--- src/rtl/seg_pkg.sv ---
// Shared seven-segment constants, hex glyph table and scanner state type.
package seg_pkg;

    localparam int unsigned SEG_W      = 7;
    localparam int unsigned NUM_DIGITS = 8;

    localparam logic [SEG_W-1:0]      SEG_BLANK = 7'h7F;
    localparam logic [NUM_DIGITS-1:0] ANODE_OFF = 8'hFF;

    // Active-low {g,f,e,d,c,b,a}; entry 0 is the rightmost element.
    localparam logic [15:0][SEG_W-1:0] HEX_GLYPH = {
        7'h0E, 7'h06, 7'h21, 7'h46,   // F E d C
        7'h03, 7'h08, 7'h10, 7'h00,   // b A 9 8
        7'h78, 7'h02, 7'h12, 7'h19,   // 7 6 5 4
        7'h30, 7'h24, 7'h79, 7'h40    // 3 2 1 0
    };

    typedef enum logic {
        ST_BLANK = 1'b0,
        ST_ON    = 1'b1
    } scan_state_e;

endpackage

--- src/rtl/seven_seg_scanner_if.sv ---
// Control and display signals of the seven-segment scanner.
interface seven_seg_scanner_if;

    logic        en;
    logic        load;
    logic [31:0] value;
    logic [7:0]  digit_mask;
    logic        lz_en;
    logic [6:0]  segments;
    logic [7:0]  anodes;
    logic        frame_done;
    logic        pending;

    modport master (
        output en, load, value, digit_mask, lz_en,
        input  segments, anodes, frame_done, pending
    );

    modport slave (
        input  en, load, value, digit_mask, lz_en,
        output segments, anodes, frame_done, pending
    );

endinterface

--- src/rtl/seven_seg_scanner_hex_to_7seg.sv ---
// Combinational hex nibble to active-low seven-segment glyph.
module hex_to_7seg
    import seg_pkg::*;
(
    input  logic [3:0]       digit,
    output logic [SEG_W-1:0] seg_c
);

    assign seg_c = HEX_GLYPH[digit];

endmodule

--- src/rtl/seven_seg_scanner.sv ---
// Eight-digit multiplexed seven-segment scanner with frame-aligned value update.
module seven_seg_scanner
    import seg_pkg::*;
#(
    parameter int unsigned REFRESH_DIV  = 100000,
    parameter int unsigned BLANK_CYCLES = 1000
) (
    input  logic               clk,
    input  logic               rst_n,
    seven_seg_scanner_if.slave bus
);

    localparam int unsigned CNT_W = (REFRESH_DIV > 1) ? $clog2(REFRESH_DIV) : 1;
    localparam int unsigned IDX_W = $clog2(NUM_DIGITS);

    localparam logic [CNT_W-1:0] CNT_LAST  = CNT_W'(REFRESH_DIV - 1);
    localparam logic [CNT_W-1:0] CNT_BLANK = CNT_W'(BLANK_CYCLES);

    logic [CNT_W-1:0]      cnt_q, cnt_d;
    logic [IDX_W-1:0]      idx_q, idx_d;
    scan_state_e           state_q, state_d;
    logic [31:0]           shadow_q, shadow_d;
    logic [31:0]           pend_reg_q, pend_reg_d;
    logic                  pending_q, pending_d;
    logic                  en_q;
    logic [SEG_W-1:0]      seg_q, seg_d;
    logic [NUM_DIGITS-1:0] an_q, an_d;
    logic                  fd_q, fd_d;

    logic [3:0]            nibble;
    logic [SEG_W-1:0]      glyph;
    logic                  lz_zero;
    logic                  suppress;
    logic                  wrap;

    assign nibble = shadow_q[{idx_q, 2'b00} +: 4];

    hex_to_7seg u_hex (
        .digit (nibble),
        .seg_c (glyph)
    );

    // Leading-zero test: every shadow nibble at or above the current digit is zero.
    always_comb begin
        lz_zero = 1'b1;
        for (int i = 0; i < int'(NUM_DIGITS); i++) begin
            if (IDX_W'(i) >= idx_q && shadow_q[4*i +: 4] != 4'h0) begin
                lz_zero = 1'b0;
            end
        end
        suppress = !bus.digit_mask[idx_q] || (bus.lz_en && idx_q != '0 && lz_zero);
    end

    // Next-state: slot/digit counters, blank/on phase, value handoff and output images.
    always_comb begin
        cnt_d      = cnt_q;
        idx_d      = idx_q;
        state_d    = state_q;
        shadow_d   = shadow_q;
        pend_reg_d = pend_reg_q;
        pending_d  = pending_q;
        seg_d      = SEG_BLANK;
        an_d       = ANODE_OFF;
        fd_d       = 1'b0;
        wrap       = 1'b0;

        if (bus.en) begin
            if (cnt_q == CNT_LAST) begin
                cnt_d = '0;
                idx_d = idx_q + IDX_W'(1);
                wrap  = (idx_q == IDX_W'(NUM_DIGITS - 1));
            end else begin
                cnt_d = cnt_q + CNT_W'(1);
            end
        end else begin
            cnt_d = '0;
            idx_d = '0;
        end

        state_d = (cnt_d < CNT_BLANK) ? ST_BLANK : ST_ON;
        fd_d    = wrap;

        // A frame starts on the digit wrap or on the first enabled cycle.
        if ((wrap || (bus.en && !en_q)) && pending_q) begin
            shadow_d  = pend_reg_q;
            pending_d = 1'b0;
        end
        if (bus.load) begin
            pend_reg_d = bus.value;
            pending_d  = 1'b1;
        end

        if (bus.en && state_q == ST_ON && !suppress) begin
            an_d  = ~(NUM_DIGITS'(1) << idx_q);
            seg_d = glyph;
        end
    end

    // State, data and output registers.
    always_ff @(posedge clk or negedge rst_n) begin
        if (!rst_n) begin
            cnt_q      <= '0;
            idx_q      <= '0;
            state_q    <= ST_BLANK;
            shadow_q   <= '0;
            pend_reg_q <= '0;
            pending_q  <= 1'b0;
            en_q       <= 1'b0;
            seg_q      <= SEG_BLANK;
            an_q       <= ANODE_OFF;
            fd_q       <= 1'b0;
        end else begin
            cnt_q      <= cnt_d;
            idx_q      <= idx_d;
            state_q    <= state_d;
            shadow_q   <= shadow_d;
            pend_reg_q <= pend_reg_d;
            pending_q  <= pending_d;
            en_q       <= bus.en;
            seg_q      <= seg_d;
            an_q       <= an_d;
            fd_q       <= fd_d;
        end
    end

    assign bus.segments   = seg_q;
    assign bus.anodes     = an_q;
    assign bus.frame_done = fd_q;
    assign bus.pending    = pending_q;

endmodule

--- src/flat_wrapper.sv ---
// flat-port wrapper written by rule: the top's interface ports become plain ports
module seven_seg_scanner_flat import seg_pkg::*;
#(
    parameter int unsigned REFRESH_DIV  = 100000,
    parameter int unsigned BLANK_CYCLES = 1000
)
  (clk, rst_n, bus_en, bus_load, bus_value, bus_digit_mask, bus_lz_en, bus_segments, bus_anodes, bus_frame_done, bus_pending);
  seven_seg_scanner_if bus_i ();
  input  logic clk;
  input  logic rst_n;
  input wire logic [$bits(bus_i.en)-1:0] bus_en;
  input wire logic [$bits(bus_i.load)-1:0] bus_load;
  input wire logic [$bits(bus_i.value)-1:0] bus_value;
  input wire logic [$bits(bus_i.digit_mask)-1:0] bus_digit_mask;
  input wire logic [$bits(bus_i.lz_en)-1:0] bus_lz_en;
  output wire logic [$bits(bus_i.segments)-1:0] bus_segments;
  output wire logic [$bits(bus_i.anodes)-1:0] bus_anodes;
  output wire logic [$bits(bus_i.frame_done)-1:0] bus_frame_done;
  output wire logic [$bits(bus_i.pending)-1:0] bus_pending;
  assign bus_i.en = bus_en;
  assign bus_i.load = bus_load;
  assign bus_i.value = bus_value;
  assign bus_i.digit_mask = bus_digit_mask;
  assign bus_i.lz_en = bus_lz_en;
  assign bus_segments = bus_i.segments;
  assign bus_anodes = bus_i.anodes;
  assign bus_frame_done = bus_i.frame_done;
  assign bus_pending = bus_i.pending;
  seven_seg_scanner #(.REFRESH_DIV(REFRESH_DIV), .BLANK_CYCLES(BLANK_CYCLES)) u_core (.clk(clk), .rst_n(rst_n), .bus(bus_i));
endmodule
--- config.mk ---
export PLATFORM = sky130hd
export DESIGN_NAME = seven_seg_scanner_flat
export DESIGN_NICKNAME = d
export VERILOG_FILES = /design/src/rtl/seg_pkg.sv /design/src/rtl/seven_seg_scanner_if.sv /design/src/rtl/seven_seg_scanner_hex_to_7seg.sv /design/src/rtl/seven_seg_scanner.sv /design/src/flat_wrapper.sv
export SDC_FILE = /design/constraint.sdc
export NUM_CORES = 1
export LEC_CHECK = 0
export CAP_MARGIN = 25
export CORE_MARGIN = 5
export CORE_UTILIZATION = 25
export CTS_BUF_LIST = sky130_fd_sc_hd__clkbuf_2 sky130_fd_sc_hd__clkbuf_4 sky130_fd_sc_hd__clkbuf_8
export DETAILED_ROUTE_END_ITERATION = 16
export GPL_TIMING_DRIVEN = 1
export PLACE_DENSITY = 0.52
export SYNTH_ARGS = -nofsm -noshare
export SYNTH_HDL_FRONTEND = slang
export SYNTH_HIERARCHICAL = 1
export SYNTH_SLANG_ARGS = --single-unit
--- constraint.sdc ---
create_clock -name clk -period 4.65 [get_ports clk]
set_clock_uncertainty 0.15 [all_clocks]
set_input_delay 0.93 -clock clk [delete_from_list [all_inputs] [get_ports clk]]
set_output_delay 0.93 -clock clk [all_outputs]
set_load 0.01 [all_outputs]
# Yosys cells after proc, flatten, opt, wreduce, memory -nomap -nowiden
# Memory sizes are Yosys's and may differ from the RTL's.
# Cells that the tools add are included.
# W data, S select, Z words.
# totals
reg_bits,103
rom_bits,112
output_inout_bits,17
elab_cells,81
mem_count,1
# mem_list
memory,words,word_bits,rd,rd_ports_with_merged_regs,write_ports,line,text
(no name shown),16,7,1,0,0,seven_seg_scanner_hex_to_7seg.sv:9,assign seg_c = HEX_GLYPH[digit];
# classes
n_addsub,2
order_cmp,11
n_eq_ne,3
shift,2
mux,22
n_bitwise,1
reduce_logical,29
# op_table
op,count
$mux W17,2
$reduce_bool A4 Y1,8
$shiftx A32 B6 Y4,1
$add A17 B1 Y17 const B,1
$eq A17 B17 Y1 const B,1
$lt A17 B10 Y1 const B,1
$logic_and A1 B1 Y1,14
$mux W1,14
$mux W7,2
$ge A3 B3 Y1 const A,4
$mux W8,1
$not A8 Y8,1
$shl A1 B3 Y8 const A,1
$ge A1 B3 Y1 const A,2
$ge A2 B3 Y1 const A,2
$mux W3,2
$lt A4 B5 Y1 const B,1
$lt A3 B4 Y1 const B,1
$add A3 B1 Y3 const B,1
$bmux W1 S3,1
$eq A3 B3 Y1 const B,1
$logic_not A1 Y1,3
$reduce_bool A3 Y1,1
$logic_or A1 B1 Y1,2
2 further kinds,2

# Longest topological paths before layout
# Gate-level depths: netlist (run 1).
# depth
depth_word,15
ltp_mapped,10
depth_no_buf,9

# Cells and area by module
# The synthesis (run 1) kept the hierarchy.
# modules_own_cells
mod,instances,cells_each,area_each_um2,seq_area_each_um2
seven_seg_scanner,1,356,4799.6,2596.2
hex_to_7seg,1,35,266.5,0.0

# Worst setup path after synthesis (run 1)
# No wires, ideal clock.
# synth_path
path_type,input -> register
from,input bus_lz_en
to,register u_core.an_q[1] (netlist: u_core/bus.anodes[1])
setup_ns,0.065
arrival_ns,2.321
setup_slack_ns,2.114
cell_stages,5
path_buffers,1
path_cell_list,or4b_2 a2111oi_0 a21oi_1 clkbuf_1 nand3_1
# synth_via
elab_chain_cells,6
# synth_lines
element,line,text
start: declaration,flat_wrapper.sv:15,input wire logic [$bits(bus_i.lz_en)-1:0] bus_lz_en;
$logic_and A1 B1 Y1 (2 in a row),seven_seg_scanner.sv:51,suppress = !bus.digit_mask[idx_q] || (bus.lz_en && idx_q != '0 && lz_zero);
$logic_or A1 B1 Y1,seven_seg_scanner.sv:51,
$logic_not A1 Y1,seven_seg_scanner.sv:93,if (bus.en && state_q == ST_ON && !suppress) begin
$logic_and A1 B1 Y1,seven_seg_scanner.sv:93,
$mux W8,seven_seg_scanner.sv:93,
via u_core.an_d[1],seven_seg_scanner.sv:27,"logic [NUM_DIGITS-1:0] an_q, an_d;"
end signal: assignment,seven_seg_scanner.sv:121,an_q <= an_d;
end: declaration,seven_seg_scanner.sv:27,
# The timed path passes the listed nets, and every way through them passes these cells.
# A chain may end at the register's enable or synchronous reset.

# Worst setup path after layout (run 1)
# layout_path
from,register u_core.idx_q[1]
to,register u_core.shadow_q[1]
# layout_via
elab_chain_cells,5
# layout_lines
element,line,text
start: declaration,seven_seg_scanner.sv:20,"logic [IDX_W-1:0] idx_q, idx_d;"
start signal: assignment,seven_seg_scanner.sv:114,idx_q <= idx_d;
$eq A3 B3 Y1,seven_seg_scanner.sv:71,wrap = (idx_q == IDX_W'(NUM_DIGITS - 1));
$mux W1,seven_seg_scanner.sv:68,if (cnt_q == CNT_LAST) begin
$mux W1,seven_seg_scanner.sv:67,if (bus.en) begin
$logic_or A1 B1 Y1,seven_seg_scanner.sv:84,if ((wrap || (bus.en && !en_q)) && pending_q) begin
$logic_and A1 B1 Y1,seven_seg_scanner.sv:84,
end signal: assignment,seven_seg_scanner.sv:116,shadow_q <= shadow_d;
end: declaration,seven_seg_scanner.sv:22,"logic [31:0] shadow_q, shadow_d;"
# Every way passes these cells.

==> results of run 1 <==
cell families after synthesis:
logic type / share of synthesized area [%]
AOI/OAI and AO/OA: 4.82
xor gates and xnor gates: 3.11
adders and majority gates: 3.46
buffers and inverters: 3.78
DFF: 51.2
muxes: 21.7
and+or+nand+nor: 11.9
layout by cell type, fill, tap and decap left out, drive strengths merged, types with 5 or more instances in the layout:
master / instances
dfrtp: 88
mux2: 66
clkdlybuf4s50: 60
nand2: 34
nor2: 23
dfstp: 15
ha: 14
xnor2: 11
clkbuf: 11
inv: 11
mux4: 10
nor4: 10
nand3: 9
nand4: 8
xor2: 7
nand2b: 7
o21ai: 7
buf: 5
final timing paths:
| check | from | endpoint | slack (ns) | cells past startpoint |
|---|---|---|---|---|
| worst max-delay path | u_core/idx_q[1] | u_core/shadow_q[1] | 1.46 | 6 |
| worst min-delay path | rst_n | u_core/pend_reg_q[30] | 0.25 | 1 |
| worst min register to register | u_core/pend_reg_q[21] | u_core/shadow_q[21] | 0.36 | 1 |
| min in group clk | u_core/pend_reg_q[21] | u_core/shadow_q[21] | 0.36 | 1 |
| worst max register to register | u_core/idx_q[1] | u_core/shadow_q[1] | 1.46 | 6 |
| max in group asynchronous | rst_n | u_core/pend_reg_q[6] | 3.13 | 3 |
critical path: cells and delay by family, from the launching register on:
| kind | cells | cell delay (ns) |
|---|---|---|
| compound gates | 1 | 0.41 |
| fa+ha+maj | 2 | 0.44 |
| buf+inv | 1 | 0.08 |
| flops | 1 | 0.65 |
| mux | 1 | 0.41 |
| simple gates | 1 | 0.92 |
power by group through the flow:
stage          clock (mW)  sequential, mW  combinational [mW]
2_1_floorplan           0            1.06               0.275
3_3_place_gp            0            1.09               0.350
3_5_place_dp            0            1.10               0.358
4_1_cts             0.561            1.08               0.360
5_1_grt             0.594            1.09               0.393
6_report            0.530            1.08               0.358
per-layer routing:
metal,wire length (µm),vias up,global-route usage (%)
met3,436,16,1.96
li1,-,1506,-
met4,210,0,3.72
met5,0,-,0
met2,5110,74,15.1
met1,5260,1516,13.3
sequential cells by signal, summed over array words and instances, names as in the netlist:
name / flops
u_core/idx_q: 3
u_core/state_q: 1
u_core/bus.anodes: 8
u_core/bus.frame_done: 1
u_core/shadow_q: 32
u_core/cnt_q: 17
u_core/en_q: 1
u_core/bus.segments: 7
u_core/bus.pending: 1
u_core/pend_reg_q: 32
cell type report:
type	count	area, µm²
clock inverters	5	41.3
flip-flops and latches	103	2600
multi-input cells	258	2280
clock buffers	11	145
well taps	270	338
inverters	10	37.5
fillers	2023	14000
repair buffers	65	658
through the flow:
stage                     total power, mW  hold slack, ns  std cells
after floorplan                      1.33           0.323        391
after global routing                 2.08           0.238        722
after global placement               1.44           0.342        705
final                                1.97           0.249        722
after detailed placement             1.46           0.344        705
after CTS                            2.00           0.368        721
==> flow_summary.json, run 1 <==
{
  "clk_pin_slew_ns": 0.10,
  "critPathCaptureType": "flop",
  "leakage_nw": 2.42,
  "worst_ep_required_time_ns": 4.76,
  "final_hold_viol_count": 0,
  "grt_max_degree": 76,
  "yosysMostFrequentCell": "dfrtp_1",
  "rsz0062_at_grt": "false",
  "max_freq_mhz": 314,
  "critPathKind": "flop to flop",
  "first_global_vias": 3253,
  "antenna_found_initial": 0,
  "worstMarginPinSlew_ns": 1.02,
  "critical_path.max_stage_delay_ns": 0.92,
  "post_cts_buffers": 0,
  "period_share_pct": 68.5,
  "synthTopCellsByArea": "dfrtp_1 43%, mux2_4 8.9%, mux2_2 8.0%",
  "p_int_mw": 1.43,
  "globalRouteOverflowTotal": 0,
  "tns_ns": 0,
  "detail_route.wl_per_cell_um": 15.3,
  "synth_top_area_share_pct": 43.5,
  "power_density_nw_per_um2": 323,
  "cts_tree": "built",
  "grt_pass1_wl_um": 18000,
  "p_seq_share_pct": 54.8,
  "synth_flop_cell": "dfrtp_1",
  "dieArea_um2": 23200,
  "vdd_drop_max_mv": 0.152,
  "setup_slack_ns": 1.46,
  "finalMaxSlewViolations": 0,
  "synthCells": 391,
  "cts_root_buffer": "clkbuf_8",
  "path_max_fanout": 32,
  "cp_data_arrival_time_ns": 3.30,
  "hpwl_um": 8280,
  "place_area_um2": 5880,
  "cts.sinks": 103,
  "via_per_inst": 4.31,
  "ys_ff_latch": 103,
  "layout-drive-gt1-share_pct": 27.7,
  "ys_seq_area_share_pct": 51.2,
  "dr.pass1.iters": 4,
  "status": "finished, final reports clean",
  "gp_congestion": 0.858,
  "synth_top_cell_by_area": "dfrtp_1",
  "max_cap_viol_count": 0,
  "hold_class": "primary input to async pin",
  "drc": 0,
  "finish.instance_area_um2": 6100,
  "switching_power_mw": 0.533,
  "post-place-ws_ns": 1.08,
  "netlist_area_um2": 5070,
  "track_usage_pct": 9.69,
  "insertion_delay_ns": 0.38,
  "combPwrFrac_pct": 18.2,
  "startpoint_type": "flop",
  "setup_violations": 0,
  "crit_top_cell": "ha_1",
  "min_period_ns": 3.19,
  "yosys_warnings": 6,
  "synth_edf_count": 0,
  "area_delta_synth_final_pct": 20.3,
  "antenna_left": 0,
  "cts_resized": 0,
  "io_pins": 62,
  "numCtsBuffers": 9,
  "relSlewSlack_pct": 31.7,
  "cp_cell_sequence": "ha_1 -> ha_1 -> inv_1 -> o41ai_2 -> and3_2 -> mux2_2",
  "vias": 3112,
  "cts_max_level": 3,
  "slowest_stage": "and3_2",
  "wl_um": 11000,
  "ys_async_sr_fraction_pct": 100,
  "synth_nets": 450,
  "power_frac_clock_pct": 27.0,
  "port_buffers": 61,
  "initial_core_util_pct": 25.2,
  "cts_buffer_depth": 2,
  "syn_avg_cell_area_um2": 13.0,
  "synthTopCellsByCount": "88 x dfrtp_1, 36 x mux2_2, 33 x nand2_1",
  "chipHeight_um": 152,
  "synthDistinctLibCells": 58,
  "drtIter0Drc": 229,
  "final_nets": 506,
  "core-area_um2": 20100,
  "rows": 52,
  "fin_util_pct": 30.3,
  "diodes": 0,
  "ctsHoldBuffers": 0,
  "fp.dieW_um": 152,
  "switching_share_pct": 27.1
}
(Power assumes the default switching activity.)
==> inputs of run 2 (changes only) <==
--- a/config.mk
+++ b/config.mk
@@ -11,7 +11,7 @@
 export CTS_BUF_LIST = sky130_fd_sc_hd__clkbuf_2 sky130_fd_sc_hd__clkbuf_4 sky130_fd_sc_hd__clkbuf_8
 export DETAILED_ROUTE_END_ITERATION = 16
 export GPL_TIMING_DRIVEN = 1
-export PLACE_DENSITY = 0.52
+export PLACE_DENSITY = 0.54
 export SYNTH_ARGS = -nofsm -noshare
 export SYNTH_HDL_FRONTEND = slang
 export SYNTH_HIERARCHICAL = 1
==> constraint.sdc (replaced) <==
create_clock -name clk -period 2.83 [get_ports clk]
set_clock_uncertainty 0.15 [all_clocks]
set_input_delay 0.566 -clock clk [delete_from_list [all_inputs] [get_ports clk]]
set_output_delay 0.566 -clock clk [all_outputs]
set_load 0.01 [all_outputs]
==> run 2 against run 1 <==
- first-iteration DRC count is 9.2% higher
- sequential cell count is the same
- worst hold slack better by 0.11 ns
- highest routed layer unchanged
- largest power group unchanged
- via count up 2.4%
- wire length decreased by 1.0%
- register-to-register slack worse by 1.3 ns
- non-clock buffer count up 8
- global-route usage is essentially flat
==> flow_summary.json, run 2 (synthesized netlist as in run 1, its figures left out) <==
{
  "reg2reg_slack_ns": 0.21,
  "path_max_fanout": 13,
  "cts_root_buffer": "clkbuf_8",
  "cp_data_arrival_time_ns": 2.75,
  "p_seq_share_pct": 53.0,
  "reg2reg_to": "u_core/bus.anodes[1]",
  "setup_violations": 0,
  "fp.dieW_um": 152,
  "area_delta_synth_final_pct": 22.6,
  "via_per_inst": 4.36,
  "min_path_cells": 1,
  "dr_wl_met3_um": 636,
  "wl_met1_um": 5080,
  "critical_path.max_stage_delay_ns": 0.63,
  "drc": 0,
  "grt_pass1_wl_um": 18100,
  "switching_share_pct": 25.8,
  "vias": 3186,
  "wl_met2_um": 4990,
  "core-area_um2": 20100,
  "status": "finished, final reports clean",
  "hold_class": "flop to flop",
  "final_nets": 514,
  "vdd_drop_max_mv": 0.309,
  "cts.sinks": 103,
  "r2r_cells": 9,
  "post-place-ws_ns": -0.185,
  "cts_max_level": 3,
  "cts_tree": "built",
  "p_int_mw": 2.48,
  "rsz0062_at_grt": "false",
  "dr.max_layer_used": "met4",
  "switching_power_mw": 0.862,
  "critPathCaptureType": "flop",
  "cts_buffer_depth": 2,
  "clk_pin_slew_ns": 0.09,
  "combPwrFrac_pct": 17.5,
  "gp_congestion": 0.877,
  "min_period_ns": 2.62,
  "finalMaxSlewViolations": 0,
  "worstMarginPinSlew_ns": 0.790,
  "antenna_found_initial": 0,
  "dp_cells": 713,
  "total_power_mw": 3.34,
  "fillers": 1978,
  "leakage_nw": 2.49,
  "globalRouteOverflowTotal": 0,
  "first_global_vias": 3381,
  "port_buffers": 61,
  "post_cts_buffers": 0,
  "chipHeight_um": 152,
  "io_pins": 62,
  "final_hold_viol_count": 0,
  "max_freq_mhz": 382,
  "hpwl_um": 8380,
  "track_usage_pct": 9.69,
  "insertion_delay_ns": 0.38,
  "layout-drive-gt1-share_pct": 28.9,
  "cp_cell_sequence": "buf_4 -> inv_1 -> ha_1 -> o21ba_2 -> a21oi_1 -> a2111oi_2 -> buf_4 -> a21oi_1 -> nand3_1",
  "antenna_left": 0,
  "diodes": 0,
  "setup_slack_ns": 0.214,
  "wl_um": 10900,
  "initial_core_util_pct": 25.2,
  "final_common_cell": "dfrtp_1",
  "power_density_nw_per_um2": 538,
  "holdWs_ns": 0.361,
  "finish.instance_area_um2": 6210,
  "dr.pass1.iters": 4,
  "slowest_stage": "a21oi_1",
  "stdcell_count": 730,
  "max_cap_viol_count": 0,
  "final_cell_mix": "88 x dfrtp_1, 60 x clkdlybuf4s50_1, 36 x mux2_2, 33 x nand2_1, 30 x mux2_4",
  "place_area_um2": 5980,
  "worst_ep_required_time_ns": 2.96,
  "critPathKind": "flop to flop",
  "startpoint_type": "flop",
  "dieArea_um2": 23200,
  "drtIter0Drc": 250,
  "numCtsBuffers": 9,
  "rows": 52,
  "period_share_pct": 92.4,
  "grt_max_degree": 70,
  "setup.worst_path.end": "u_core/bus.anodes[1]",
  "power_frac_clock_pct": 29.4,
  "crit_start": "u_core/idx_q[1]",
  "detail_route.wl_per_cell_um": 14.9,
  "relSlewSlack_pct": 47.3,
  "reg2reg_from": "u_core/idx_q[1]",
  "top_regs": "u_core/pend_reg_q (32), u_core/shadow_q (32), u_core/cnt_q (17)"
}
run 2: changes by cell type in the layout (fill, tap and decap cells not counted):
| cell | before | now |
|---|---|---|
| clkinv_4 | 2 | 1 |
| inv_6 | 1 | 0 |
| bufinv_16 | 0 | 1 |
| clkinvlp_4 | 2 | 0 |
| inv_8 | 0 | 1 |
| a2111oi_2 | 0 | 1 |
| dlygate4sd3_1 | 0 | 1 |
| buf_12 | 0 | 3 |
| buf_4 | 4 | 9 |
| a2111oi_0 | 1 | 0 |
| clkbuf_4 | 1 | 2 |
| buf_16 | 1 | 0 |
| clkbuf_8 | 10 | 11 |
run 2: how the worst min path moves through the flow:
stage                          from               endpoint
4_1_cts        u_core/pend_reg_q[9]     u_core/shadow_q[9]
2_1_floorplan                 rst_n  u_core/bus.frame_done
5_1_grt        u_core/pend_reg_q[9]     u_core/shadow_q[9]
6_report       u_core/pend_reg_q[9]     u_core/shadow_q[9]
3_5_place_dp   u_core/pend_reg_q[9]     u_core/shadow_q[9]
3_3_place_gp     u_core/bus.pending     u_core/bus.pending
run 2: what timing repair did:
action	in CTS	in global routing
endpoints found under the setup margin	0	11
hold endpoints to repair	19	0
gates resized for setup	0	2
hold buffers	1	0
run 2: final cells by class:
cell class | count | area (µm²) | area share [%]
Clock inverter | 3 | 50.0 | 0.806
Inverter | 10 | 37.5 | 0.604
Tap cell | 270 | 338 | 5.44
Timing Repair Buffer | 73 | 738 | 11.9
Sequential cell | 103 | 2600 | 41.8
Clock buffer | 13 | 166 | 2.68
Multi-Input combinational cell | 258 | 2290 | 36.8
run 2: stage by stage:
step	util, %	TNS [ns]
after floorplan	-	0
after global placement	29.7	-1.25
after detailed placement	29.7	-1.89
after CTS	30.9	0
after global routing	30.9	0
final	30.9	0
run 2: power by group through the flow:
stage	registers, mW	logic, mW	clock network (mW)
global route	1.80	0.652	1.08
finish	1.77	0.587	0.984
CTS	1.78	0.595	1.04
detailed placement	1.80	0.593	0
global placement	1.80	0.578	0
floorplan	1.74	0.452	0
run 2: critical path: cells and delay by family, from the launching register on:
kind | cells | cell delay [ns]
adders and majority gates | 1 | 0.23
AOI/OAI and AO/OA | 4 | 1.09
buffers and inverters | 3 | 0.50
and+or+nand+nor | 1 | 0.16
DFF | 1 | 0.39
run 2: layer usage:
layer,up-vias,GRT usage [%]
li1,1512,-
met1,1580,12.8
met2,80,15.0
met3,14,2.81
met4,0,3.90
met5,-,0
